## src/rtl/fsm_div_driver.sv

```systemverilog
// Sequencer for fsm_div: takes one {a,b,c,d} packet, sends the operands as spaced
// valid pulses, then waits (with a watchdog) for the divider's result and reports it.
module fsm_div_driver #(
  parameter int GAP     = 1,
  parameter int TIMEOUT = 32
) (
  input  logic        clk,
  input  logic        reset,
  input  logic        start,
  input  logic [15:0] ops_in,
  output logic        ready,
  output logic [3:0]  d_to_div,
  output logic        valid_to_div,
  input  logic        valid_from_div,
  input  logic [3:0]  d_from_div,
  input  logic        err_from_div,
  output logic [3:0]  result,
  output logic        error,
  output logic        timeout,
  output logic        done
);

  typedef enum logic [2:0] {
    S_IDLE,
    S_SEND,
    S_GAP,
    S_WAIT,
    S_DONE
  } state_t;

  localparam logic [2:0] GAP_LAST  = 3'((GAP == 0) ? 0 : GAP - 1);
  localparam logic [7:0] WAIT_LAST = 8'(TIMEOUT - 1);

  state_t      state_q, state_d;
  logic [15:0] ops_q, ops_d;
  logic [1:0]  idx_q, idx_d;
  logic [2:0]  gap_cnt_q, gap_cnt_d;
  logic [7:0]  wait_cnt_q, wait_cnt_d;
  logic [3:0]  last_q, last_d;
  logic [3:0]  result_q, result_d;
  logic        error_q, error_d;
  logic        timeout_q, timeout_d;
  logic [3:0]  cur_op;

  always_ff @(posedge clk) begin
    if (reset) begin
      state_q    <= S_IDLE;
      ops_q      <= '0;
      idx_q      <= '0;
      gap_cnt_q  <= '0;
      wait_cnt_q <= '0;
      last_q     <= '0;
      result_q   <= '0;
      error_q    <= 1'b0;
      timeout_q  <= 1'b0;
    end else begin
      state_q    <= state_d;
      ops_q      <= ops_d;
      idx_q      <= idx_d;
      gap_cnt_q  <= gap_cnt_d;
      wait_cnt_q <= wait_cnt_d;
      last_q     <= last_d;
      result_q   <= result_d;
      error_q    <= error_d;
      timeout_q  <= timeout_d;
    end
  end

  // Operand order on the wire is a, b, c, d (most significant nibble first).
  always_comb begin
    cur_op = ops_q[15:12];
    case (idx_q)
      2'd0: cur_op = ops_q[15:12];
      2'd1: cur_op = ops_q[11:8];
      2'd2: cur_op = ops_q[7:4];
      2'd3: cur_op = ops_q[3:0];
      default: cur_op = ops_q[15:12];
    endcase
  end

  always_comb begin
    state_d      = state_q;
    ops_d        = ops_q;
    idx_d        = idx_q;
    gap_cnt_d    = gap_cnt_q;
    wait_cnt_d   = wait_cnt_q;
    last_d       = last_q;
    result_d     = result_q;
    error_d      = error_q;
    timeout_d    = timeout_q;
    ready        = 1'b0;
    valid_to_div = 1'b0;
    done         = 1'b0;
    d_to_div     = last_q;

    case (state_q)
      S_IDLE: begin
        ready = 1'b1;
        if (start) begin
          ops_d     = ops_in;
          result_d  = '0;
          error_d   = 1'b0;
          timeout_d = 1'b0;
          idx_d     = '0;
          gap_cnt_d = '0;
          state_d   = S_SEND;
        end
      end

      S_SEND: begin
        valid_to_div = 1'b1;
        d_to_div     = cur_op;
        last_d       = cur_op;
        gap_cnt_d    = '0;
        if (idx_q == 2'd3) begin
          wait_cnt_d = '0;
          state_d    = S_WAIT;
        end else if (GAP == 0) begin
          idx_d = idx_q + 2'd1;
        end else begin
          state_d = S_GAP;
        end
      end

      S_GAP: begin
        if (gap_cnt_q == GAP_LAST) begin
          idx_d   = idx_q + 2'd1;
          state_d = S_SEND;
        end else if (gap_cnt_q != 3'd7) begin
          gap_cnt_d = gap_cnt_q + 3'd1;
        end
      end

      // A response in the last permitted cycle is still taken as a real result.
      S_WAIT: begin
        if (valid_from_div) begin
          result_d  = d_from_div;
          error_d   = err_from_div;
          timeout_d = 1'b0;
          state_d   = S_DONE;
        end else if (wait_cnt_q == WAIT_LAST) begin
          result_d  = '0;
          error_d   = 1'b1;
          timeout_d = 1'b1;
          state_d   = S_DONE;
        end else if (wait_cnt_q != 8'hFF) begin
          wait_cnt_d = wait_cnt_q + 8'd1;
        end
      end

      S_DONE: begin
        done    = 1'b1;
        state_d = S_IDLE;
      end

      default: state_d = S_IDLE;
    endcase
  end

  assign result  = result_q;
  assign error   = error_q;
  assign timeout = timeout_q;

endmodule

```

## config.mk

```make
export PLATFORM = sky130hd
export DESIGN_NAME = fsm_div_driver
export DESIGN_NICKNAME = d
export VERILOG_FILES = /design/src/rtl/fsm_div_driver.sv
export SDC_FILE = /design/constraint.sdc
export NUM_CORES = 1
export LEC_CHECK = 0
export CORE_ASPECT_RATIO = 0.7
export CORE_UTILIZATION = 30
export CTS_BUF_LIST = sky130_fd_sc_hd__clkbuf_16
export CTS_CLUSTER_DIAMETER = 50
export DETAILED_ROUTE_END_ITERATION = 12
export GPL_ROUTABILITY_DRIVEN = 0
export PLACE_DENSITY = 0.49
export SLEW_MARGIN = 30
export SYNTH_ARGS = -nofsm -noshare
export SYNTH_HDL_FRONTEND = slang
export SYNTH_SLANG_ARGS = --single-unit
```

## constraint.sdc

```tcl
create_clock -name clk -period 3.76 [get_ports clk]
set_input_delay 0.376 -clock clk [delete_from_list [all_inputs] [get_ports clk]]
set_output_delay 0.376 -clock clk [all_outputs]
set_load 0.01 [all_outputs]
```

==> results of run 1 <==
-- power breakdown --
part	switching, uW	leakage (uW)	internal, uW
clock network	171	0.0000915	378
registers	12.5	0.000341	460
logic	52.5	0.000474	54.6
total	236	0.000907	893
-- area by class of cell --
cell class	count	area (um2)	area share
Multi-Input combinational cell	176	1060	0.408
Timing Repair Buffer	40	393	0.151
Clock buffer	5	125	0.0481
Tap cell	78	97.6	0.0375
Inverter	5	18.8	0.00722
Sequential cell	42	841	0.323
Clock inverter	3	63.8	0.0245
-- worst max-delay path, cell delays in order (launching register included) --
cell             delay (ns)
dfxtp_1                0.38
inv_1                  0.08
ha_1                   0.24
a222oi_1               0.40
o21ai_0                0.14
mux2_2                 0.29
clkdlybuf4s50_1        0.48
-- registers in the layout, summed over array words and instances (netlist names) --
name / flops
result: 4
gap_cnt_q: 3
wait_cnt_q: 8
state_q: 3
timeout: 1
error: 1
idx_q: 2
last_q: 4
ops_q: 16
-- routing by layer --
| metal | share of wire | vias to the layer above |
|---|---|---|
| met5 | 0 | - |
| met4 | 0.0080 | 0 |
| met3 | 0.060 | 5 |
| met2 | 0.38 | 44 |
| met1 | 0.55 | 818 |
| li1 | - | 915 |
-- layout by cell type (no fill, tap or decap), types with 2 or more instances in the layout --
master           count
a211oi_1             2
a21oi_1             29
a222oi_1             4
a311oi_1             2
and2_1               5
and3_1               2
buf_4                3
bufinv_16            2
clkbuf_16            5
clkdlybuf4s50_1     37
dfxtp_1             42
ha_1                 8
inv_1                5
mux2_2               4
nand2_1             43
nand3_1             10
nand3b_1             4
nor2_1               7
nor2b_1              2
nor3_1               8
nor3b_1              2
o21a_1               2
o21ai_0             16
o311ai_0             2
o31ai_1              2
-- cell families after synthesis --
kind of cell    synth area share
mux                       0.0279
flops                      0.426
buf+inv                   0.0367
fa+ha+maj                 0.0507
simple gates               0.241
compound gates             0.219
-- metrics by stage --
| step | std cells | total power [uW] | hold WS [ns] | util |
|---|---|---|---|---|
| 2_1_floorplan | 235 | 537 | 0.436 | - |
| 3_3_place_gp | 341 | 590 | 0.447 | 0.383 |
| 3_5_place_dp | 341 | 590 | 0.447 | 0.383 |
| 4_1_cts | 349 | 1140 | 0.457 | 0.413 |
| 5_1_grt | 349 | 1180 | 0.477 | 0.413 |
| 6_report | 349 | 1130 | 0.454 | 0.413 |
-- worst paths after layout --
| kind | startpoint | endpoint | slack, ns | depth (start not counted) |
|---|---|---|---|---|
| worst min-delay path | ops_q[14] | ops_q[14] | 0.45 | 2 |
| worst min register to register | ops_q[14] | ops_q[14] | 0.45 | 2 |
| worst max register to register | state_q[1] | wait_cnt_q[6] | 1.56 | 5 |
| worst max-delay path | idx_q[1] | d_to_div[0] | 1.09 | 6 |
==> impl_metrics.py, run 1 <==
metrics = {
    "floorplanning": {
        "start_util": 0.313,
        "num_rows": 24,
        "die_y_um": 69.9,
        "fp.dieW_um": 99.0,
        "design.die.area_um2": 6920,
        "core_area_um2": 6310,
        "io-pin-count": 38,
    },
    "global_routing": {
        "grt_use_total": 0.155,
        "grtUsageMet1": 0.239,
        "met2_usage": 0.208,
        "top_usage_layer": "met1",
        "use_met3": 0.0460,
        "grt_max_degree": 23,
        "overflow": 0,
        "grt_pass1_wl_um": 8450,
        "first_global_vias": 1690,
        "antenna_found_initial": 0,
    },
    "synthesis": {
        "yosysMostFrequentCell": "nand2_1",
        "yosysTopAreaCell": "dfxtp_1",
        "synth_top_cell_area_share": 0.426,
        "synth-main-ff-cell": "dfxtp_1",
        "synth_edf_count": 0,
        "syn_avg_cell_area_um2": 8.41,
        "yosys-top-cells-area": "dfxtp_1 (43%), nand2_1 (8.2%), a21oi_1 (7.3%)",
        "synth_area_um2": 1980,
        "syn_inst": 235,
        "async_reset_ff_frac": 0,
        "synth_nets": 268,
        "ys_seq_elements": 42,
        "ys_seq_area_frac": 0.426,
        "ys.warnings.count": 0,
        "synth_commonest_cells": "nand2_1 (43), dfxtp_1 (42), a21oi_1 (29)",
        "synth.distinct_cells": 47,
    },
    "setup_path": {
        "end_kind": "primary output",
        "worstPathRequired_ns": 3.38,
        "crit_type": "reg2out",
        "arrival_ns": 2.30,
        "crit_fanout": 4,
        "critPathLaunchType": "register",
    },
    "placed_design": {
        "dp_hpwl_um": 3510,
        "placed_area_um2": 2410,
        "portBuffers": 37,
        "pre_cts_ws_ns": 1.35,
    },
    "sta": {
        "rsz0062_at_grt": "false",
        "setup_viol": 0,
        "final.setup_skew_ns": 0.00832,
        "slew_headroom": 0.606,
        "fmax_mhz": 374,
        "worst_slack_ns": 1.09,
        "worst_slew_pin_slew_ns": 0.590,
        "final_hold_viol_count": 0,
        "slew_viol_final": 0,
        "finalCritPeriodShare": 0.711,
        "tns_ns": 0,
        "layout_min_cycle_time_ns": 2.67,
    },
    "route": {
        "ant_nets": 0,
        "drt-wirelength-per-cell_um": 14.3,
        "first_pass_iters": 4,
        "drt_wl_total_um": 5000,
        "vias": 1782,
        "drt-vias-per-instance": 5.11,
        "drc": 0,
        "first_iter_violations": 109,
    },
    "clocking": {
        "cts_max_level": 2,
        "cts.path.max_buffers": 2,
        "clk_pin_slew_ns": 0.06,
        "cts_sinks": 42,
        "clock_latency_ns": 0.28,
        "cts_setup_buffers": 0,
        "numCtsBuffers": 5,
        "cts.root.buffer_cell": "clkbuf_16",
        "tritoncts": "built",
        "hold_buffers": 0,
        "post_cts_resized": 0,
    },
    "cells_and_area": {
        "num_antenna_cells": 0,
        "nFillCells": 638,
        "nNetsFinal": 303,
        "drive_above_1_share": 0.0664,
        "final_cell_area_um2": 2600,
        "area_growth_pct": 31.7,
    },
    "outcome": {
        "status": "complete, no violations",
    },
    "job": {
        "cap_violations": 0,
    },
    "power": {
        "power_leakage_uw": 0.000907,
        "ir_worst_vdd_mv": 0.309,
        "cellPowerDensity_nw_per_um2": 434,
    },
    "hold_path": {
        "hp-class": "reg2reg",
    },
}
Power figures use the tool's default switching activity.
==> run 2, diff against run 1 <==
==> constraint.sdc (replaced) <==
create_clock -name clk -period 2.7 [get_ports clk]
set_input_delay 0.27 -clock clk [delete_from_list [all_inputs] [get_ports clk]]
set_output_delay 0.27 -clock clk [all_outputs]
set_load 0.01 [all_outputs]
==> impl_metrics.py, run 2 (same netlist as run 1, synthesis figures left out) <==
metrics = {
    "power": {
        "sw_frac_of_total": 0.213,
        "internal-power_uw": 1250,
        "ir_worst_vdd_mv": 0.262,
        "sequentialPowerShare": 0.415,
        "p_clk_frac": 0.490,
        "p_sw_uw": 338,
        "combPwrFrac": 0.094,
        "cellPowerDensity_nw_per_um2": 607,
        "power_leakage_uw": 0.000915,
    },
    "clocking": {
        "clk_pin_slew_ns": 0.06,
        "cts.path.max_buffers": 2,
        "cts_sinks": 42,
        "cts_setup_buffers": 0,
        "cts_max_level": 2,
        "hold_buffers": 0,
        "numCtsBuffers": 5,
        "tritoncts": "built",
        "post_cts_resized": 0,
        "clock_latency_ns": 0.28,
        "cts.root.buffer_cell": "clkbuf_16",
    },
    "placed_design": {
        "dp_hpwl_um": 3440,
        "pre_cts_ws_ns": 0.385,
        "portBuffers": 37,
    },
    "setup_path": {
        "critPathMaxStageDelay_ns": 0.55,
        "ff2ff_path_depth": 4,
        "crit_type": "reg2out",
        "rrSetupSlack_ns": 0.58,
        "reg2reg_from": "state_q[0]",
        "crit_fanout": 12,
        "end_kind": "primary output",
        "crit_family": "flip-flops",
        "r2r_end": "wait_cnt_q[6]",
        "arrival_ns": 2.22,
        "worstPathRequired_ns": 2.43,
        "cp_slowest_cell": "dfxtp_1",
        "critPathLaunchType": "register",
        "crit_chain": "nor3b_4 > mux2_2 > clkdlybuf4s50_1",
        "crit_buf_inv": 1,
    },
    "hold_path": {
        "holdPathStages": 2,
        "hp-class": "reg2reg",
        "min_to": "ops_q[5]",
        "hold_start": "ops_q[5]",
    },
    "sta": {
        "setup_viol": 0,
        "finalCritPeriodShare": 0.924,
        "tns_ns": 0,
        "worst_slack_ns": 0.205,
        "final_hold_viol_count": 0,
        "fmax_mhz": 401,
        "layout_min_cycle_time_ns": 2.49,
        "rsz0062_at_grt": "false",
        "slew_headroom": 0.627,
        "final.setup_skew_ns": 0.00569,
        "worst_slew_pin_slew_ns": 0.558,
        "slew_viol_final": 0,
        "hold_ws_ns": 0.458,
    },
    "floorplanning": {
        "design.die.area_um2": 6920,
        "num_rows": 24,
        "die_y_um": 69.9,
        "fp.dieW_um": 99.0,
        "start_util": 0.313,
        "core_area_um2": 6310,
        "io-pin-count": 38,
    },
    "route": {
        "first_pass_iters": 4,
        "first_iter_violations": 117,
        "drt-wirelength-per-cell_um": 14.2,
        "drt_wl_total_um": 4970,
        "drc": 0,
        "drt-vias-per-instance": 5.15,
        "ant_nets": 0,
        "vias": 1803,
    },
    "cells_and_area": {
        "top_regs": "ops_q (16), wait_cnt_q (8)",
        "drive_above_1_share": 0.0735,
        "final_common_cell": "nand2_1",
        "num_antenna_cells": 0,
        "largest_reg_flops": 16,
        "regMostFlops": "ops_q",
        "area_growth_pct": 32.3,
        "nNetsFinal": 304,
        "layout_common_cells": "nand2_1 (43), dfxtp_1 (42), clkdlybuf4s50_1 (37)",
    },
    "global_routing": {
        "overflow": 0,
        "grt_max_degree": 25,
        "grt_pass1_wl_um": 8400,
        "antenna_found_initial": 0,
        "first_global_vias": 1716,
        "grt_use_total": 0.153,
    },
    "job": {
        "cap_violations": 0,
    },
    "outcome": {
        "status": "complete, no violations",
    },
}
[run 2: cell count changes in the layout (fill, tap and decap cells not counted), sizes merged]
cell  change
buf       +1
[run 2: layout make-up]
class | instances | area, um2
clock inverter | 3 | 68.8
timing repair buffer | 41 | 400
tap | 78 | 97.6
multi-input combinational | 176 | 1060
clock buffer | 5 | 125
fill | 648 | 3690
sequential | 42 | 841
inverter | 5 | 18.8
[run 2: metrics by stage]
stage	util	area, um2	instances	power (uW)
floorplan	-	1980	235	748
global placement	0.384	2420	342	823
detailed placement	0.384	2420	342	823
CTS	0.414	2610	350	1610
global route	0.414	2610	350	1650
finish	0.414	2610	350	1590
[run 2: routing by layer]
layer,GRT usage,vias to the layer above,share of wire,routed length [um]
met3,0.0390,5,0.055,271
met2,0.202,52,0.38,1890
met1,0.236,824,0.55,2750
li1,-,922,-,-
met5,0,-,0,0
met4,0.0498,0,0.012,59
[run 2: worst max-delay path by stage]
| stage | startpoint | endpoint | slack, ns | cells after the start |
|---|---|---|---|---|
| 2_1_floorplan | wait_cnt_q[0] | wait_cnt_q[6] | 0.88 | 6 |
| 3_3_place_gp | valid_from_div | wait_cnt_q[6] | 0.46 | 6 |
| 3_5_place_dp | valid_from_div | wait_cnt_q[6] | 0.38 | 6 |
| 4_1_cts | state_q[0] | d_to_div[0] | 0.19 | 3 |
| 5_1_grt | idx_q[1] | d_to_div[1] | 0.04 | 6 |
| 6_report | state_q[0] | d_to_div[0] | 0.21 | 3 |
[run 2: tightest hold or removal path, stage by stage, from the launching register on]
cell     delay, ns
dfxtp_1       0.31
nand2_1       0.05
a21oi_1       0.05
[run 2: power by group through the flow]
stage	clock, uW	combinational [uW]	sequential (uW)
4_1_cts	796	152	658
2_1_floorplan	0	84.8	663
5_1_grt	823	167	661
3_5_place_dp	0	151	672
6_report	778	150	658
3_3_place_gp	0	151	672
==> run 3, diff against run 2 <==
--- a/config.mk
+++ b/config.mk
@@ -12,7 +12,7 @@
 export DETAILED_ROUTE_END_ITERATION = 12
 export GPL_ROUTABILITY_DRIVEN = 0
 export PLACE_DENSITY = 0.49
-export SLEW_MARGIN = 30
+export SLEW_MARGIN = 20
 export SYNTH_ARGS = -nofsm -noshare
 export SYNTH_HDL_FRONTEND = slang
 export SYNTH_SLANG_ARGS = --single-unit
==> constraint.sdc (replaced) <==
create_clock -name clk -period 2.95 [get_ports clk]
set_input_delay 0.295 -clock clk [delete_from_list [all_inputs] [get_ports clk]]
set_output_delay 0.295 -clock clk [all_outputs]
set_load 0.01 [all_outputs]
==> impl_metrics.py, run 3 (same netlist as run 1, synthesis figures left out) <==
metrics = {
    "clocking": {
        "cts_sinks": 42,
        "cts.root.buffer_cell": "clkbuf_16",
        "cts.path.max_buffers": 2,
        "cts_setup_buffers": 0,
        "hold_buffers": 0,
        "post_cts_resized": 0,
        "clock_latency_ns": 0.28,
        "cts_max_level": 2,
        "clk_pin_slew_ns": 0.06,
        "numCtsBuffers": 5,
        "tritoncts": "built",
    },
    "route": {
        "first_iter_violations": 41,
        "drt-wirelength-per-cell_um": 13.6,
        "drt_wl_total_um": 4750,
        "first_pass_iters": 4,
        "drt-vias-per-instance": 5.06,
        "ant_nets": 0,
        "drc": 0,
        "vias": 1765,
    },
    "cells_and_area": {
        "top_regs": "ops_q (16), wait_cnt_q (8)",
        "regMostFlops": "ops_q",
        "final_common_cell": "nand2_1",
        "final_cell_area_um2": 2580,
        "drive_above_1_share": 0.0664,
        "layout_common_cells": "nand2_1 (43), dfxtp_1 (42), clkdlybuf4s50_1 (37)",
        "nNetsFinal": 303,
        "area_growth_pct": 30.5,
        "largest_reg_flops": 16,
        "num_antenna_cells": 0,
    },
    "job": {
        "cap_violations": 0,
    },
    "floorplanning": {
        "die_y_um": 69.9,
        "core_area_um2": 6310,
        "fp.dieW_um": 99.0,
        "design.die.area_um2": 6920,
        "start_util": 0.313,
        "num_rows": 24,
        "io-pin-count": 38,
    },
    "power": {
        "sequentialPowerShare": 0.447,
        "internal-power_uw": 1050,
        "ir_worst_vdd_mv": 0.182,
        "p_clk_frac": 0.452,
        "combPwrFrac": 0.101,
        "cellPowerDensity_nw_per_um2": 522,
        "sw_frac_of_total": 0.219,
        "p_sw_uw": 295,
        "power_uw": 1350,
        "power_leakage_uw": 0.000897,
    },
    "setup_path": {
        "crit_fanout": 4,
        "ff2ff_path_depth": 4,
        "reg2reg_from": "state_q[1]",
        "critPathMaxStageDelay_ns": 0.47,
        "arrival_ns": 2.24,
        "rrSetupSlack_ns": 0.75,
        "crit_type": "reg2out",
        "crit_family": "buffers and inverters",
        "end_kind": "primary output",
        "cp_slowest_cell": "clkdlybuf4s50_1",
        "crit_buf_inv": 2,
        "worstPathRequired_ns": 2.65,
        "r2r_end": "wait_cnt_q[6]",
        "critPathLaunchType": "register",
        "crit_chain": "inv_1 > ha_1 > a222oi_1 > o21ai_0 > mux2_2 > clkdlybuf4s50_1",
    },
    "global_routing": {
        "overflow": 0,
        "grt_max_degree": 36,
        "first_global_vias": 1704,
        "antenna_found_initial": 0,
        "grt_use_total": 0.152,
        "grt_pass1_wl_um": 8280,
    },
    "sta": {
        "final.setup_skew_ns": 0.00362,
        "tns_ns": 0,
        "slew_headroom": 0.621,
        "finalCritPeriodShare": 0.859,
        "worst_slew_pin_slew_ns": 0.567,
        "layout_min_cycle_time_ns": 2.53,
        "final_hold_viol_count": 0,
        "slew_viol_final": 0,
        "fmax_mhz": 394,
        "rsz0062_at_grt": "false",
        "hold_ws_ns": 0.458,
        "setup_viol": 0,
    },
    "outcome": {
        "status": "complete, no violations",
    },
    "hold_path": {
        "min_to": "ops_q[10]",
        "holdPathStages": 2,
        "hold_start": "ops_q[10]",
        "hp-class": "reg2reg",
    },
    "placed_design": {
        "placed_area_um2": 2410,
        "dp_hpwl_um": 3320,
        "portBuffers": 37,
    },
}
run 3: worst min-delay path: cells and delay by family (launching register included):
family / cells / cell delay [ns]
DFF: 1 / 0.31
AOI/OAI and AO/OA: 1 / 0.05
and+or+nand+nor: 1 / 0.05
run 3: through the flow:
stage	utilization	instances	setup slack (ns)
after floorplan	-	235	1.13
after global placement	0.383	341	0.585
after detailed placement	0.383	341	0.512
after CTS	0.409	349	0.388
after global routing	0.409	349	0.231
final	0.409	349	0.415
run 3: layout make-up:
class | count | area [um2]
fillers | 662 | 3730
repair buffers | 40 | 393
inverters | 5 | 18.8
multi-input cells | 176 | 1060
clock buffers | 5 | 125
well taps | 78 | 97.6
clock inverters | 3 | 41.3
flip-flops and latches | 42 | 841
run 3: power groups by stage:
stage	sequential [uW]	clock (uW)	combinational (uW)
after detailed placement	614	0	137
after CTS	602	627	138
after floorplan	607	0	77.6
after global routing	605	656	152
final	602	609	136
after global placement	614	0	137
run 3: how the worst max path moves through the flow:
stage / start / endpoint / depth (start not counted)
after detailed placement: valid_from_div / wait_cnt_q[6] / 5
after global placement: valid_from_div / wait_cnt_q[6] / 5
after floorplan: wait_cnt_q[0] / wait_cnt_q[6] / 6
after CTS: idx_q[1] / d_to_div[1] / 6
final: idx_q[1] / d_to_div[1] / 6
after global routing: idx_q[1] / d_to_div[0] / 6
run 3: layer usage:
metal	vias to the layer above	wire length [um]	GRT usage
li1	923	-	-
met1	798	2580	0.223
met2	36	1840	0.210
met3	8	254	0.0410
met4	0	76	0.0547
met5	-	0	0
